## config.mk

```make
export PLATFORM = sky130hd
export DESIGN_NAME = md5_block_formatter_flat
export DESIGN_NICKNAME = d
export VERILOG_FILES = /design/src/rtl/md5_pkg.sv /design/src/rtl/md5_block_formatter_if.sv /design/src/rtl/md5_block_formatter_pad_word.sv /design/src/rtl/md5_block_formatter.sv /design/src/flat_wrapper.sv
export SDC_FILE = /design/constraint.sdc
export NUM_CORES = 1
export LEC_CHECK = 0
export CAP_MARGIN = 20
export CORE_AREA = 2 2 258 260
export DETAILED_ROUTE_END_ITERATION = 10
export DIE_AREA = 0 0 260 262
export HOLD_SLACK_MARGIN = 0.06
export MAX_ROUTING_LAYER = met4
export PLACE_DENSITY_LB_ADDON = 0.05
export SLEW_MARGIN = 25
export SYNTH_ARGS = -nofsm -noshare
export SYNTH_HDL_FRONTEND = slang
export SYNTH_SLANG_ARGS = --single-unit
```

## constraint.sdc

```tcl
create_clock -name clk -period 2.64 [get_ports clk]
set_clock_uncertainty 0.05 [all_clocks]
set_input_delay 0.264 -clock clk [delete_from_list [all_inputs] [get_ports clk]]
set_output_delay 0.264 -clock clk [all_outputs]
set_load 0.05 [all_outputs]
```

## src/rtl/md5_pkg.sv

```systemverilog
// md5_pkg: shared MD5 constants and block/word types.
package md5_pkg;
  localparam int MD5_BLOCK_WORDS = 16;
  localparam int MD5_LEN_WORD = 14;
  localparam logic [7:0] MD5_PAD_BYTE = 8'h80;
  typedef logic [31:0] md5_word_t;
  typedef md5_word_t [MD5_BLOCK_WORDS-1:0] md5_block_t;
  localparam md5_word_t MD5_INIT_A = 32'h67452301;
  localparam md5_word_t MD5_INIT_B = 32'hefcdab89;
  localparam md5_word_t MD5_INIT_C = 32'h98badcfe;
  localparam md5_word_t MD5_INIT_D = 32'h10325476;
endpackage

```

## src/rtl/md5_block_formatter_if.sv

```systemverilog
// md5_block_formatter_if: guess-in / block-out valid-ready handshake bundle.
interface md5_block_formatter_if #(
  parameter int MAX_LEN = 16,
  parameter int LEN_W = $clog2(MAX_LEN + 1)
);
  import md5_pkg::*;
  logic in_valid;
  logic in_ready;
  logic [8*MAX_LEN-1:0] in_guess;
  logic [LEN_W-1:0] in_len;
  logic out_valid;
  logic out_ready;
  md5_block_t out_block;
  modport master(output in_valid, in_guess, in_len, out_ready, input in_ready, out_valid, out_block);
  modport slave(input in_valid, in_guess, in_len, out_ready, output in_ready, out_valid, out_block);
endinterface

```

## src/rtl/md5_block_formatter_pad_word.sv

```systemverilog
// md5_pad_word: one padded message word (data below len, 0x80 at len, zero above).
module md5_pad_word
  import md5_pkg::*;
(
  input  logic [3:0]      i_idx,
  input  logic [3:0][7:0] i_bytes,
  input  logic [5:0]      i_len,
  output md5_word_t       o_word
);
  for (genvar b = 0; b < 4; b++) begin : g_lane
    logic [5:0] w_pos;
    assign w_pos = {i_idx, 2'(b)};
    assign o_word[8*b +: 8] = w_pos < i_len ? i_bytes[b] : w_pos == i_len ? MD5_PAD_BYTE : 8'h00;
  end
endmodule

```

## src/rtl/md5_block_formatter.sv

```systemverilog
// md5_block_formatter: two-stage back-pressurable MD5 single-block padder.
// MD5_FMT_LEN_CHECK_EN: drop oversize guesses and report them instead of clamping.
module md5_block_formatter
  import md5_pkg::*;
#(
  parameter int MAX_LEN = 16,
  parameter int LEN_W = $clog2(MAX_LEN + 1)
) (
  input  logic        clk,
  input  logic        reset,
  md5_block_formatter_if.slave bus,
  output logic        len_err,
  output logic [15:0] err_count
);
  logic w_s1_adv, w_s2_adv, w_acc, w_over, w_load;
  logic [LEN_W-1:0] w_len;
  logic r_s1_valid, r_s2_valid;
  logic [8*MAX_LEN-1:0] r_s1_guess;
  logic [LEN_W-1:0] r_s1_len;
  md5_block_t r_s2_block, w_block;
  logic [3:0][7:0] w_bytes [MD5_LEN_WORD];
  assign w_s2_adv = !r_s2_valid || bus.out_ready;
  assign w_s1_adv = !r_s1_valid || w_s2_adv;
  assign bus.in_ready = w_s1_adv && !reset;
  assign w_acc = bus.in_valid && bus.in_ready;
  assign w_over = bus.in_len > LEN_W'(MAX_LEN);
`ifdef MD5_FMT_LEN_CHECK_EN
  logic r_len_err;
  logic [15:0] r_err_count;
  assign w_load = w_acc && !w_over;
  assign w_len = bus.in_len;
  always_ff @(posedge clk) begin
    if (reset) begin
      r_len_err <= 1'b0;
      r_err_count <= '0;
    end else begin
      r_len_err <= w_acc && w_over;
      if (w_acc && w_over && r_err_count != 16'hFFFF) r_err_count <= r_err_count + 16'd1;
    end
  end
  assign len_err = r_len_err;
  assign err_count = r_err_count;
`else
  assign w_load = w_acc;
  assign w_len = w_over ? LEN_W'(MAX_LEN) : bus.in_len;
  assign len_err = 1'b0;
  assign err_count = '0;
`endif
  // Input bytes beyond MAX_LEN do not exist; those lanes only ever see padding.
  for (genvar g = 0; g < MD5_LEN_WORD; g++) begin : g_word
    for (genvar h = 0; h < 4; h++) begin : g_byte
      if (4*g + h < MAX_LEN) begin : g_data
        assign w_bytes[g][h] = r_s1_guess[8*(MAX_LEN-4*g-h)-1 -: 8];
      end else begin : g_zero
        assign w_bytes[g][h] = 8'h00;
      end
    end
    md5_pad_word u_pad (
      .i_idx  (4'(g)),
      .i_bytes(w_bytes[g]),
      .i_len  (6'(r_s1_len)),
      .o_word (w_block[g])
    );
  end
  assign w_block[MD5_LEN_WORD] = 32'(r_s1_len) << 3;
  assign w_block[MD5_BLOCK_WORDS-1] = '0;
  always_ff @(posedge clk) begin
    if (reset) begin
      r_s1_valid <= 1'b0;
      r_s1_guess <= '0;
      r_s1_len <= '0;
      r_s2_valid <= 1'b0;
      r_s2_block <= '0;
    end else begin
      if (w_s1_adv) r_s1_valid <= w_load;
      if (w_s1_adv && w_load) begin
        r_s1_guess <= bus.in_guess;
        r_s1_len <= w_len;
      end
      if (w_s2_adv) r_s2_valid <= r_s1_valid;
      if (w_s2_adv && r_s1_valid) r_s2_block <= w_block;
    end
  end
  assign bus.out_valid = r_s2_valid;
  assign bus.out_block = r_s2_block;
endmodule

```

## src/flat_wrapper.sv

```systemverilog
// flat-port wrapper written by rule: the top's interface ports become plain ports
module md5_block_formatter_flat import md5_pkg::*;
#(
  parameter int MAX_LEN = 16,
  parameter int LEN_W = $clog2(MAX_LEN + 1)
)
  (clk, reset, len_err, err_count, bus_in_valid, bus_in_guess, bus_in_len, bus_out_ready, bus_in_ready, bus_out_valid, bus_out_block);
  md5_block_formatter_if #(.MAX_LEN(MAX_LEN), .LEN_W(LEN_W)) bus_i ();
  input  logic clk;
  input  logic reset;
  output logic len_err;
  output logic [15:0] err_count;
  input wire logic [$bits(bus_i.in_valid)-1:0] bus_in_valid;
  input wire logic [$bits(bus_i.in_guess)-1:0] bus_in_guess;
  input wire logic [$bits(bus_i.in_len)-1:0] bus_in_len;
  input wire logic [$bits(bus_i.out_ready)-1:0] bus_out_ready;
  output wire logic [$bits(bus_i.in_ready)-1:0] bus_in_ready;
  output wire logic [$bits(bus_i.out_valid)-1:0] bus_out_valid;
  output wire logic [$bits(bus_i.out_block)-1:0] bus_out_block;
  assign bus_i.in_valid = bus_in_valid;
  assign bus_i.in_guess = bus_in_guess;
  assign bus_i.in_len = bus_in_len;
  assign bus_i.out_ready = bus_out_ready;
  assign bus_in_ready = bus_i.in_ready;
  assign bus_out_valid = bus_i.out_valid;
  assign bus_out_block = bus_i.out_block;
  md5_block_formatter #(.MAX_LEN(MAX_LEN), .LEN_W(LEN_W)) u_core (.clk(clk), .reset(reset), .bus(bus_i), .len_err(len_err), .err_count(err_count));
endmodule
```

# Yosys cells after proc, flatten, opt, wreduce, memory -nomap -nowiden
# Index checks and enable logic that the tools add are counted.
# word_totals
regBits,396
in_bits,137
elab_cells,152
# op_classes
n_lt_le_gt_ge,33
eq_ne,31
muxes,65
n_reduce_logical,10
# ops
op,count
8-bit two-way mux,64
5-bit == test (first input constant),16
5-bit less-than comparator (first input constant),16
4-bit by 5-bit == test with 1-bit output (first input constant),8
4-bit by 5-bit less-than comparator with 1-bit output (first input constant),8
3-bit by 5-bit == test with 1-bit output (first input constant),4
3-bit by 5-bit less-than comparator with 1-bit output (first input constant),4
2-bit by 5-bit == test with 1-bit output (first input constant),2
1-bit by 5-bit less-than comparator with 1-bit output (first input constant),2
2-bit by 5-bit less-than comparator with 1-bit output (first input constant),2
6-bit logical NOT,1
1-bit by 5-bit == test with 1-bit output (first input constant),1
5-bit > comparator (second input constant),1
5-bit two-way mux,1
1-bit logical AND,4
1-bit logical NOT,3
1-bit logical OR,2

# Depth between registers and ports, before layout
# depth
depth_word,6
mapped_depth,8

# Cells and area by module
# A second synthesis with hierarchy kept.
# unflattened
hier_cells,3467
area_unflattened_um2,28473.6
# by_module_without_submodules
mod,instances,cells_per_inst,area_each_um2,seq_area_each_um2
md5_block_formatter,1,2585,22938.2,11771.3
md5_pad_word,14,63,395.4,0.0

# Least setup slack after synthesis
# No wires, ideal clock.
# synth_timing
path_kind,register -> output
start,register u_core.r_s2_valid (netlist: u_core.bus.out_valid)
end,output bus_in_ready
arrival_time_ns,1.626
required_ns,2.326
path_slack_ns,0.700
path_stages_with_launch,4
path_cell_list,dfxtp_1 nor2b_1 buf_6 a21oi_1
# synth_between
elab_chain_len,4
# synth_rtl
item,line_no,text
from (decl),md5_block_formatter.sv:17,"logic r_s1_valid, r_s2_valid;"
from (signal assigned),md5_block_formatter.sv:80,if (w_s2_adv) r_s2_valid <= r_s1_valid;
1-bit logical NOT,md5_block_formatter.sv:22,assign w_s2_adv = !r_s2_valid || bus.out_ready;
1-bit logical OR,md5_block_formatter.sv:22,
1-bit logical OR,md5_block_formatter.sv:23,assign w_s1_adv = !r_s1_valid || w_s2_adv;
1-bit logical AND,md5_block_formatter.sv:24,assign bus.in_ready = w_s1_adv && !reset;
to (decl),flat_wrapper.sv:17,output wire logic [$bits(bus_i.in_ready)-1:0] bus_in_ready;
# Every way passes these cells.

# Worst setup path after layout
# Same ends and word-level chain as after synthesis.

==> metrics.md <==
| Metric | Value |
|---|---|
| Post-Syn Area | 0.0132 mm^2 |
| RR Endpoint | u_core.bus.out_block[63] |
| Reg2reg start | u_core.r_s1_len[1] |
| Seq. cell area | 0.00569 mm^2 |
| Initial core utilization | 20.3% |
| CTS Sinks | 284 |
| Per-cell routed wire length | 17.7 um |
| CP Capture Type | primary output |
| Worst setup margin | 0.437 ns |
| Post-Layout Cell Count | 2783 |
| P&R area growth vs syn | 27.9% |
| Fin area | 0.0169 mm^2 |
| PwrDens | 728 mW/mm^2 |
| Fin crit share | roughly 83% |
| Kind of critical path | flip-flop to primary output |
| Top FF cell, synth | dfxtp_1 |
| Clk root buf | clkbuf_16 |
| Die X-Extent | 260 um |
| P_leak | ~0.0065 uW |
| Max-Cap Viols | 0 |
| Clock Pin Slew Worst Setup and Hold Paths | about 0.060 ns |
| Detailed Route WL | 49200 um |
| Fin. Hold Viols | 0 |
| First-pass GRT wire length | 68900 um |
| Synth Area per Inst | 8.15 um^2 |
| Status | finished clean |
| Die area | 0.0681 mm^2 |
| Multi-input gate area | 0.00560 mm^2 |
| Final net count | 2020 |
| I/O Buffers | 287 |
| Cells on worst reg2reg path | 5 |
| Num rows | 94 |
| Synthesis-stage register bit count | 284 |
| Detailed-route DRC error count | 0 |
| RSZ-0062 raised after global routing | no |
| Max Used Layer | met4 |
| DIE HEIGHT | 262 um |
| I/O Pins | 668 |
| Worst hold path startpoint | bus_in_guess[11] |
| Worst Setup Start Kind | flip-flop |
| Hold buffer count at CTS | 1 |
| CTS max path bufs | 3 |
| Post-route ant nets | 0 |
| Vias in the first global route | 9936 |
| Final setup violation count | 0 |
| Worst hold endpoint | u_core.r_s1_guess[11] |
| Core area | 0.0653 mm^2 |
| Met2 wire len | 23800 um |
| Hold Crit Depth | 3 |
| Met3 WL | 3420 um |
| Commonest non-fill, non-tap cell in the layout | conb_1 |
| Post-synth EDFFs | 0 |
| Hold WC Path Type | input port to flip-flop |
| Worst slew pin tran | 0.901 ns |
| Layout cells sized above 1 | roughly 6% |
| Initial antenna violation count | 10 |
| Cell count after synthesis | 1626 |
| GR Overflow Total | 0 |
| Gr usage total | 14.1% |
| Setup TNS Final | 0 ns |
| TritonCTS clock tree | done |
| Setup slack, reg-to-reg | about 0.51 ns |
| Commonest non-fill, non-tap cells in the layout | 380 x conb_1, 341 x nand2_1, 285 x clkdlybuf4s50_1 |
| CTS buffer count | 39 |
| Placer Congestion | between 0.7 and 0.8 |
| Post-CTS Repair Setup Buffers | 0 |
| Vias/cell | 3.79 |
| DP HPWL | 33700 um |
| Yosys warns | 0 |
| Crit path arrival time | 1.89 ns |
| Maximum VDD drop | 0.319 mV |
| Routed length on met1 | 21200 um |
| Setup slack at placement | ~0.5 ns |
| Sequential area share after synthesis | 42.9% |
| DR vias | roughly 11000 |
| Largest net degree at the start of global routing | 110 |
| Max Fclk | about 0.45 GHz |
| Final Slew Violations | 0 |
| Worst-path fanout max | 6 |
| Ys async rst share | 0% |
| Worst Path Required | between 2 and 2.5 ns |
| Clk Latency, worst-skew pair | 0.55 ns |
| Post-CTS Resized | 0 |
| Yosys cell types | 50 |
| Dpl cell area | approximately 0.016 mm^2 |
| Shortest period the worst path allows | 2.20 ns |
| H-tree depth | 2 |
| DR iter-0 viols | 483 |
| First-pass DRT Iterations | 6 |
| Placed cells | ~2700 |
| Slew margin rel. | 39.6% |
| Filler instances | 7225 |
metal layers:
| metal | global-route usage [%] | vias up |
|---|---|---|
| met1 | 17.1 | 5023 |
| met4 | 3.75 | 0 |
| met2 | 22.8 | 355 |
| met3 | 4.27 | 57 |
| li1 | - | 5124 |
| met5 | - | - |
cell type report:
class	count	share of cell area, %
repair buffers	319	19.0
well taps	864	6.38
flip-flops and latches	284	33.6
diodes	8	0.118
inverters	5	0.140
multi-input cells	1234	33.1
clock inverters	11	0.953
clock buffers	58	6.79
critical path, stage by stage, from the launching register on:
cell     delay (ns)
dfxtp_1        0.34
nor2b_1        0.17
buf_4          0.18
a21oi_1        0.37
buf_4          0.28
where the power goes:
part	leakage, uW	internal, uW	total [uW]	switching, uW
Sequential	0.00232	4470	4580	108
Clock	0.000642	3400	5480	2090
Combinational	0.00356	425	2270	1840
Total	0.00652	8290	12300	4040
worst max-delay path by stage:
stage	startpoint	to	cells after the start	slack (ns)
detailed placement	u_core.r_s1_len[1]	u_core.bus.out_block[63]	5	0.49
finish	u_core.bus.out_valid	bus_in_ready	4	0.44
CTS	u_core.bus.out_valid	bus_in_ready	4	0.39
global route	u_core.bus.out_valid	bus_in_ready	4	0.33
global placement	u_core.r_s1_len[2]	u_core.bus.out_block[63]	5	0.45
floorplan	u_core.bus.out_valid	bus_in_ready	3	0.70
through the flow:
stage / hold slack, ns / power, uW / utilization (%)
after detailed placement: 0.391 / 6950 / 23.9
final: 0.206 / 12300 / 26.0
after CTS: 0.161 / 12600 / 25.9
after floorplan: 0.323 / 6820 / -
after global routing: 0.199 / 12900 / 25.9
after global placement: 0.388 / 6960 / 23.9
cells by family after synthesis:
logic type | count (synthesis) | synth area share (%)
and+or+nand+nor | 550 | 17.5
other | 1 | 0.0283
DFF | 284 | 42.9
buffers and inverters | 487 | 25.6
AOI/OAI and AO/OA | 304 | 13.9
flip-flops by register name, indices dropped and copies added (netlist names):
name                  count
u_core.bus.out_valid      1
u_core.r_s1_guess       128
u_core.r_s1_len           5
u_core.r_s1_valid         1
u_core.bus.out_block    149
cell usage after synthesis, types with 4 or more instances:
cell       count  area [um^2]
buf_1          5         18.8
buf_2         34          170
o211ai_1       4         30.0
a22oi_1       28          210
dfxtp_1      284         5690
buf_4        387         2910
a22o_1         5         43.8
a21oi_1       79          395
nand3_1       94          470
buf_6          9          101
o21ai_0      111          556
nand2_1      342         1280
clkbuf_1      44          165
nor2_1        77          289
nor3_1         8         40.0
nand2b_1       4         25.0
a2bb2oi_1     33          289
o21ai_1       22          110
Power figures use the tool's default switching activity.
